$ cat config.mk
export PLATFORM = sky130hd
export DESIGN_NAME = ftdi_fifo_arbiter
export DESIGN_NICKNAME = d
export VERILOG_FILES = /design/src/rtl/ftdi_pkg.sv /design/src/rtl/sync2.sv /design/src/rtl/ftdi_fifo_arbiter.sv
export SDC_FILE = /design/constraint.sdc
export NUM_CORES = 1
export LEC_CHECK = 0
export BUFFER_PORTS_ARGS = -buffer_cell sky130_fd_sc_hd__buf_2
export CAP_MARGIN = 0
export CORE_MARGIN = 3
export CORE_UTILIZATION = 45
export DETAILED_ROUTE_END_ITERATION = 10
export PLACE_DENSITY = 0.7
export SLEW_MARGIN = 5
export SYNTH_ARGS = -nofsm -noshare
export SYNTH_HDL_FRONTEND = slang
export SYNTH_SLANG_ARGS = --single-unit
$ cat constraint.sdc
create_clock -name clock -period 4.72 [get_ports clock]
set_clock_uncertainty 0.15 [all_clocks]
set_input_delay 0.236 -clock clock [delete_from_list [all_inputs] [get_ports clock]]
set_output_delay 0.236 -clock clock [all_outputs]
set_load 0.01 [all_outputs]
$ cat src/rtl/ftdi_pkg.sv
// Shared types and constants for the FT232H 245-FIFO arbiter.
package ftdi_pkg;

  typedef enum logic [2:0] {
    IDLE,
    RD_LOW,
    WR_SETUP,
    WR_LOW,
    WR_HOLD,
    RECOVER
  } ftdi_state_t;

  typedef enum logic {
    GRANT_READ,
    GRANT_WRITE
  } grant_t;

  localparam int SYNC_STAGES = 2;

  // Largest of the phase lengths; sizes the shared phase-cycle counter.
  function automatic int max_cyc(input int a, input int b, input int c,
                                 input int d, input int e);
    int m;
    m = a;
    if (b > m) m = b;
    if (c > m) m = c;
    if (d > m) m = d;
    if (e > m) m = e;
    return m;
  endfunction

endpackage

$ cat src/rtl/sync2.sv
// Multi-flop synchronizer for one asynchronous FTDI status line.
module sync2
  import ftdi_pkg::*;
#(
  parameter logic RESET_VAL = 1'b1
) (
  input  logic clock,
  input  logic reset_n,
  input  logic d,
  output logic q
);

  logic [SYNC_STAGES-1:0] stages;

  // Shift the raw input through the synchronizer chain.
  always_ff @(posedge clock or negedge reset_n) begin
    if (!reset_n) begin
      stages <= {SYNC_STAGES{RESET_VAL}};
    end else begin
      stages <= {stages[SYNC_STAGES-2:0], d};
    end
  end

  assign q = stages[SYNC_STAGES-1];

endmodule

$ cat src/rtl/ftdi_fifo_arbiter.sv
// Sequences the FT232H asynchronous 245-FIFO port and arbitrates the shared
// ADBUS between the host-to-FPGA read path and the FPGA-to-host write path.
module ftdi_fifo_arbiter
  import ftdi_pkg::*;
#(
  parameter int RD_LOW_CYC   = 3,
  parameter int WR_SETUP_CYC = 1,
  parameter int WR_LOW_CYC   = 3,
  parameter int WR_HOLD_CYC  = 1,
  parameter int RECOV_CYC    = 3,
  parameter int CNT_W        = 16
) (
  input  logic             clock,
  input  logic             reset_n,
  input  logic             en,
  input  logic             rxf_n,
  input  logic             txe_n,
  input  logic [7:0]       adbus_in,
  output logic [7:0]       adbus_out,
  output logic             adbus_tri,
  output logic             ftdi_rd_n,
  output logic             ftdi_wr_n,
  output logic [7:0]       rx_data,
  output logic             rx_valid,
  input  logic             rx_ready,
  input  logic [7:0]       tx_data,
  input  logic             tx_valid,
  output logic             tx_ready,
  output logic             busy,
  output logic [CNT_W-1:0] rx_count,
  output logic [CNT_W-1:0] tx_count
);

  localparam int MAX_CYC = max_cyc(RD_LOW_CYC, WR_SETUP_CYC, WR_LOW_CYC,
                                   WR_HOLD_CYC, RECOV_CYC);
  localparam int CYC_W   = $clog2(MAX_CYC) + 1;

  ftdi_state_t      state;
  grant_t           last_grant;
  logic [CYC_W-1:0] cyc;
  logic             rxf_s;
  logic             txe_s;
  logic             rd_req;
  logic             wr_req;
  logic             grant_rd;
  logic             grant_wr;

  sync2 #(.RESET_VAL(1'b1)) u_rxf_sync (
    .clock   (clock),
    .reset_n (reset_n),
    .d       (rxf_n),
    .q       (rxf_s)
  );

  sync2 #(.RESET_VAL(1'b1)) u_txe_sync (
    .clock   (clock),
    .reset_n (reset_n),
    .d       (txe_n),
    .q       (txe_s)
  );

  // A read needs the one-byte output buffer empty; a write needs a byte offered.
  assign rd_req   = en & ~rxf_s & ~rx_valid;
  assign wr_req   = en & ~txe_s & tx_valid;
  // Round-robin on contention: read wins unless it was granted last time.
  assign grant_rd = rd_req & (~wr_req | (last_grant == GRANT_WRITE));
  assign grant_wr = wr_req & ~grant_rd;

  // Bus sequencer: every strobe, bus enable and status output is registered here.
  always_ff @(posedge clock or negedge reset_n) begin
    if (!reset_n) begin
      state      <= IDLE;
      last_grant <= GRANT_WRITE;
      cyc        <= '0;
      ftdi_rd_n  <= 1'b1;
      ftdi_wr_n  <= 1'b1;
      adbus_tri  <= 1'b0;
      adbus_out  <= '0;
      rx_data    <= '0;
      rx_valid   <= 1'b0;
      tx_ready   <= 1'b0;
      busy       <= 1'b0;
      rx_count   <= '0;
      tx_count   <= '0;
    end else begin
      tx_ready <= 1'b0;
      if (rx_valid && rx_ready) begin
        rx_valid <= 1'b0;
      end

      case (state)
        IDLE: begin
          if (grant_rd) begin
            state      <= RD_LOW;
            last_grant <= GRANT_READ;
            ftdi_rd_n  <= 1'b0;
            busy       <= 1'b1;
            cyc        <= CYC_W'(RD_LOW_CYC - 1);
          end else if (grant_wr) begin
            state      <= WR_SETUP;
            last_grant <= GRANT_WRITE;
            adbus_out  <= tx_data;
            adbus_tri  <= 1'b1;
            tx_ready   <= 1'b1;
            busy       <= 1'b1;
            cyc        <= CYC_W'(WR_SETUP_CYC - 1);
          end
        end

        RD_LOW: begin
          if (cyc == '0) begin
            state     <= RECOVER;
            ftdi_rd_n <= 1'b1;
            rx_data   <= adbus_in;
            rx_valid  <= 1'b1;
            rx_count  <= rx_count + CNT_W'(1);
            cyc       <= CYC_W'(RECOV_CYC - 1);
          end else begin
            cyc <= cyc - CYC_W'(1);
          end
        end

        WR_SETUP: begin
          if (cyc == '0) begin
            state     <= WR_LOW;
            ftdi_wr_n <= 1'b0;
            cyc       <= CYC_W'(WR_LOW_CYC - 1);
          end else begin
            cyc <= cyc - CYC_W'(1);
          end
        end

        WR_LOW: begin
          if (cyc == '0) begin
            state     <= WR_HOLD;
            ftdi_wr_n <= 1'b1;
            cyc       <= CYC_W'(WR_HOLD_CYC - 1);
          end else begin
            cyc <= cyc - CYC_W'(1);
          end
        end

        WR_HOLD: begin
          if (cyc == '0) begin
            state     <= RECOVER;
            adbus_tri <= 1'b0;
            tx_count  <= tx_count + CNT_W'(1);
            cyc       <= CYC_W'(RECOV_CYC - 1);
          end else begin
            cyc <= cyc - CYC_W'(1);
          end
        end

        RECOVER: begin
          if (cyc == '0) begin
            state <= IDLE;
            busy  <= 1'b0;
          end else begin
            cyc <= cyc - CYC_W'(1);
          end
        end

        default: begin
          state     <= IDLE;
          ftdi_rd_n <= 1'b1;
          ftdi_wr_n <= 1'b1;
          adbus_tri <= 1'b0;
          busy      <= 1'b0;
        end
      endcase
    end
  end

endmodule

==> run summary <==
After synthesis, the largest family of logic cells by area is simple AND/OR/NAND/NOR gates. Primary flip-flop cell chosen by synthesis mapping: sky130_fd_sc_hd__dfrtp_1. In the synthesized netlist, mux cells make up 3.856% of the area. From left edge to right edge, the die measures 86.56 um.

The area of all sequential standard cells is 1635 um2, and the row count is 28. From synthesis to final layout, the design area changed by 27.42%. The worst setup path is of the reg2reg kind. By area the synthesized netlist is led by sky130_fd_sc_hd__dfrtp_1 (50%), sky130_fd_sc_hd__dfstp_2 (6.3%), sky130_fd_sc_hd__nand2_1 (5.4%), sky130_fd_sc_hd__xor2_1 (4.8%), sky130_fd_sc_hd__xnor2_1 (4.5%).

After routing, the total negative slack on setup checks comes to 0 ps. Setup repair after global routing left no endpoint under its margin. Maximum cell stage delay along the critical path: 400 ps. The weighted congestion at the end of routability-driven global placement was 0.8028.

The tree is rooted in a sky130_fd_sc_hd__clkbuf_8. The logs give 0 for the max-cap violation count and 0 for the number of antenna violations at the first check in global routing. The buffer count from post-CTS setup fixing is 0, and the fraction of post-synthesis cell area in the top cell type by area is 49.70%.

The first global-routing pass estimated 10370 um of wire. The worst path in the final design needs a cycle of 2243 ps, including I/O delays and setup. The worst setup path is captured at a flip-flop.

Before antenna repair, the detailed router went through 4 iterations. The total count of hold-check failures in the final report is 0. Using the TritonRoute via totals, the vias-per-cell ratio works out to 5.031.

The run gives 2275 as the via count of the first global-routing pass. In this run the deepest clock path goes through 2 buffers. The number of buffers inserted by port buffering came out at 76. Headroom to the max-slew limit came out at 47.64%. In the finished design, the share of the clock period the worst path needs comes to 47.52%. The run gives 47 as the number of different library cells in the post-synthesis netlist. The total core area was 6096 um2; the fraction of synthesis flops using an asynchronous set or reset pin was 100.0%.

For the iteration-0 DRC count of the detailed router, the log shows 75. Of the total synthesized cell area, the portion taken by AND, OR, NAND and NOR gates is 20.01%. After detailed routing, the average wire length per cell comes to 12.96 um. In the routed design, unresolved DRC markers number 0. The cell taking the most area after synthesis was sky130_fd_sc_hd__dfrtp_1.

The critical path goes through inv_1, ha_1, and3b_1, nand3_1, nor4_1, xor2_1. The initial core utilization was 47.91%; the required time of the worst setup path was 4830 ps. For the cell leakage power, the log shows 1.909 nW. The post-detailed-routing wire length is 5819 um, and the final count of negative-setup-slack endpoints is 0.

The final max-slew violation count was 0; the filler cell count was 526. The run gives 3 as the H-tree level count. Measured on the finished design, the core utilization comes to 61.04%. Each instance of the synthesized netlist takes up on average 10.90 um2. The tools report the insertion delay of the later-clocked pin in the worst-skew pair as 330 ps. For the sequential share of the synthesized area, the log shows 56.00%. For the netlist area before placement, the log shows 2920 um2. The global route total overflow was 0.

The aggregate global-route resource usage came out at 17.23%. The startpoint class of the critical path is a flip-flop. Transition time at the pin with the least slew margin: 785.4 ps. The final-stage net count was 396; the share of the synthesized area in compound gates (AO/OA/AOI/OAI) was 6.427%.

The die is 86.56 um tall. The tools report the timing-limited maximum frequency as 0.4459 GHz. The cell type of the slowest stage on the worst timing path is sky130_fd_sc_hd__dfrtp_1. The logs give 3960 um for the half-perimeter wire length after placement and 1206 um2 for the area of the multi-input gates. Summing the areas of all fa, ha and maj instances in the mapped netlist gives 1.714% of the synthesized area.

Synthesis produced 268 cells. In this run the power density over the cells is 514.3 nW/um2. The tools report the via total after detailed routing as 2259. 77 I/O pins were placed. STA puts the critical path data arrival time at 2350 ps. Clock tree synthesis inserted a total of 9 buffers. The xor and xnor fraction of the mapped netlist area came out at 9.297%. The commonest cells after synthesis are sky130_fd_sc_hd__dfrtp_1 (58), sky130_fd_sc_hd__nand2_1 (42), sky130_fd_sc_hd__nor2_1 (18). Buffering stage count on the worst path with inverters included: 1.

By instance count, the leading cell after synthesis is sky130_fd_sc_hd__dfrtp_1. On the critical path the largest part of the delay comes from simple AND/OR/NAND/NOR gates. Counting flops and latches in the post-synthesis netlist gives 65. During synthesis, Yosys emitted a total of 0 warnings.

The run gives 295 as the number of nets in the synthesized netlist. The run finished with clean final reports. The die outline area is 7492 um2. Yosys mapped a number of flops with a built-in enable equal to 0. The number of antenna-violating nets in the routed design was 0; the biggest fanout along the worst timing path was 9.

TritonCTS built the clock tree. Clock tree synthesis found a total of 65 sinks. The fraction of layout cells with a size suffix above 1 was 30.48%. Entering global routing, the biggest net connects 66 pins. The min-delay analysis places its worst path in the category in2reg. Across the VDD grid, the largest voltage drop is 371.1 uV. The clock slew seen by the registers of the worst setup and hold paths is 60 ps, and the final antenna diode count is 0.
==> tightest hold or removal path: cells and delay by family <==
family	cells	cell delay [ps]
compound gates	2	180
buf+inv	1	130
==> worst paths after layout <==
check                                     startpoint              endpoint  slack, ps  cells after the start
worst max register to register                cyc[0]          rx_count[15]       2480                      6
max in group asynchronous                    reset_n              rx_valid       3450                      3
worst max-delay path                          cyc[0]          rx_count[15]       2480                      6
min in group asynchronous                    reset_n          rx_count[11]        450                      3
worst min-delay path                              en            last_grant         80                      3
worst min register to register  u_txe_sync.stages[0]  u_txe_sync.stages[1]        210                      0
==> kinds of logic (layout without fill, tap and decap cells) <==
logic type                 after synthesis  count (layout)
buffers and inverters                   18             124
adders and majority gates                4               4
xor gates and xnor gates                31              31
and+or+nand+nor                        113             113
AOI/OAI and AO/OA                       27              27
muxes                                   10              10
DFF                                     65              65
==> routing by layer <==
layer  global-route usage, %  part of all wire, %  up-vias  routed length (um)
met3                   5.133                  6.7       12                 389
met1                   23.44                   47     1060                2724
li1                        -                    -     1118                   -
met5                       0                    0        -                   0
met4                   7.224                  1.5        0                  89
met2                   25.73                   45       69                2615
==> metrics by stage <==
step / setup slack (ps) / instances / total power [mW] / hold slack, ps / cell area (um2)
6_report: 2477 / 449 / 1.914 / 76.49 / 3721
5_1_grt: 2265 / 449 / 2.071 / 96.95 / 3721
4_1_cts: 2461 / 449 / 1.939 / 56.32 / 3721
3_5_place_dp: 2478 / 413 / 1.532 / 192.5 / 3364
3_3_place_gp: 2610 / 413 / 1.515 / 190.5 / 3364
2_1_floorplan: 2819 / 268 / 1.316 / -209.6 / 2920
==> where the power goes <==
group	switching [mW]	leakage [nW]	internal [mW]	total, mW
logic	0.342	1.00	0.318	0.660
clock network	0.196	0.0774	0.190	0.386
registers	0.152	0.831	0.716	0.868
total	0.690	1.91	1.22	1.91
==> area by class of cell <==
| type | instances | share of cell area, % |
|---|---|---|
| inverters | 11 | 1.110 |
| repair buffers | 97 | 15.80 |
| flip-flops and latches | 65 | 43.95 |
| clock inverters | 3 | 0.4707 |
| clock buffers | 13 | 3.732 |
| multi-input cells | 185 | 32.41 |
| well taps | 75 | 2.522 |
==> placed cells by master (no fill, tap or decap), types with 2 or more instances in the layout <==
cell type	netlist	layout
sky130_fd_sc_hd__clkbuf_1	3	4
sky130_fd_sc_hd__ha_1	4	4
sky130_fd_sc_hd__nand4_1	2	2
sky130_fd_sc_hd__nand2_1	42	42
sky130_fd_sc_hd__dlygate4sd3_1	0	20
sky130_fd_sc_hd__o31ai_1	2	2
sky130_fd_sc_hd__nand2b_1	2	2
sky130_fd_sc_hd__clkbuf_8	0	9
sky130_fd_sc_hd__o21ai_0	7	7
sky130_fd_sc_hd__dfstp_2	7	7
sky130_fd_sc_hd__nor4_1	6	6
sky130_fd_sc_hd__buf_2	3	76
sky130_fd_sc_hd__nor3_1	6	6
sky130_fd_sc_hd__a21oi_1	4	4
sky130_fd_sc_hd__mux2_2	10	10
sky130_fd_sc_hd__inv_1	11	11
sky130_fd_sc_hd__nor2b_1	3	3
sky130_fd_sc_hd__and3_1	6	6
sky130_fd_sc_hd__xnor2_1	15	15
sky130_fd_sc_hd__dfrtp_1	58	58
sky130_fd_sc_hd__nand3_1	15	15
sky130_fd_sc_hd__nor2_1	18	18
sky130_fd_sc_hd__clkinv_2	0	2
sky130_fd_sc_hd__nor3_2	2	2
sky130_fd_sc_hd__a21o_1	2	2
sky130_fd_sc_hd__xor2_1	16	16
==> state kept, by name, summed over array words and instances (netlist names), 2 cells and up <==
name,flops
u_rxf_sync.stages,2
rx_count,16
adbus_out,8
tx_count,16
cyc,3
state,3
rx_data,8
u_txe_sync.stages,2
==> what timing repair did <==
action,in CTS,in global routing
resized for setup,0,0
hold buffers,20,0
hold endpoints to repair,77,0
(Power assumes the default switching activity.)
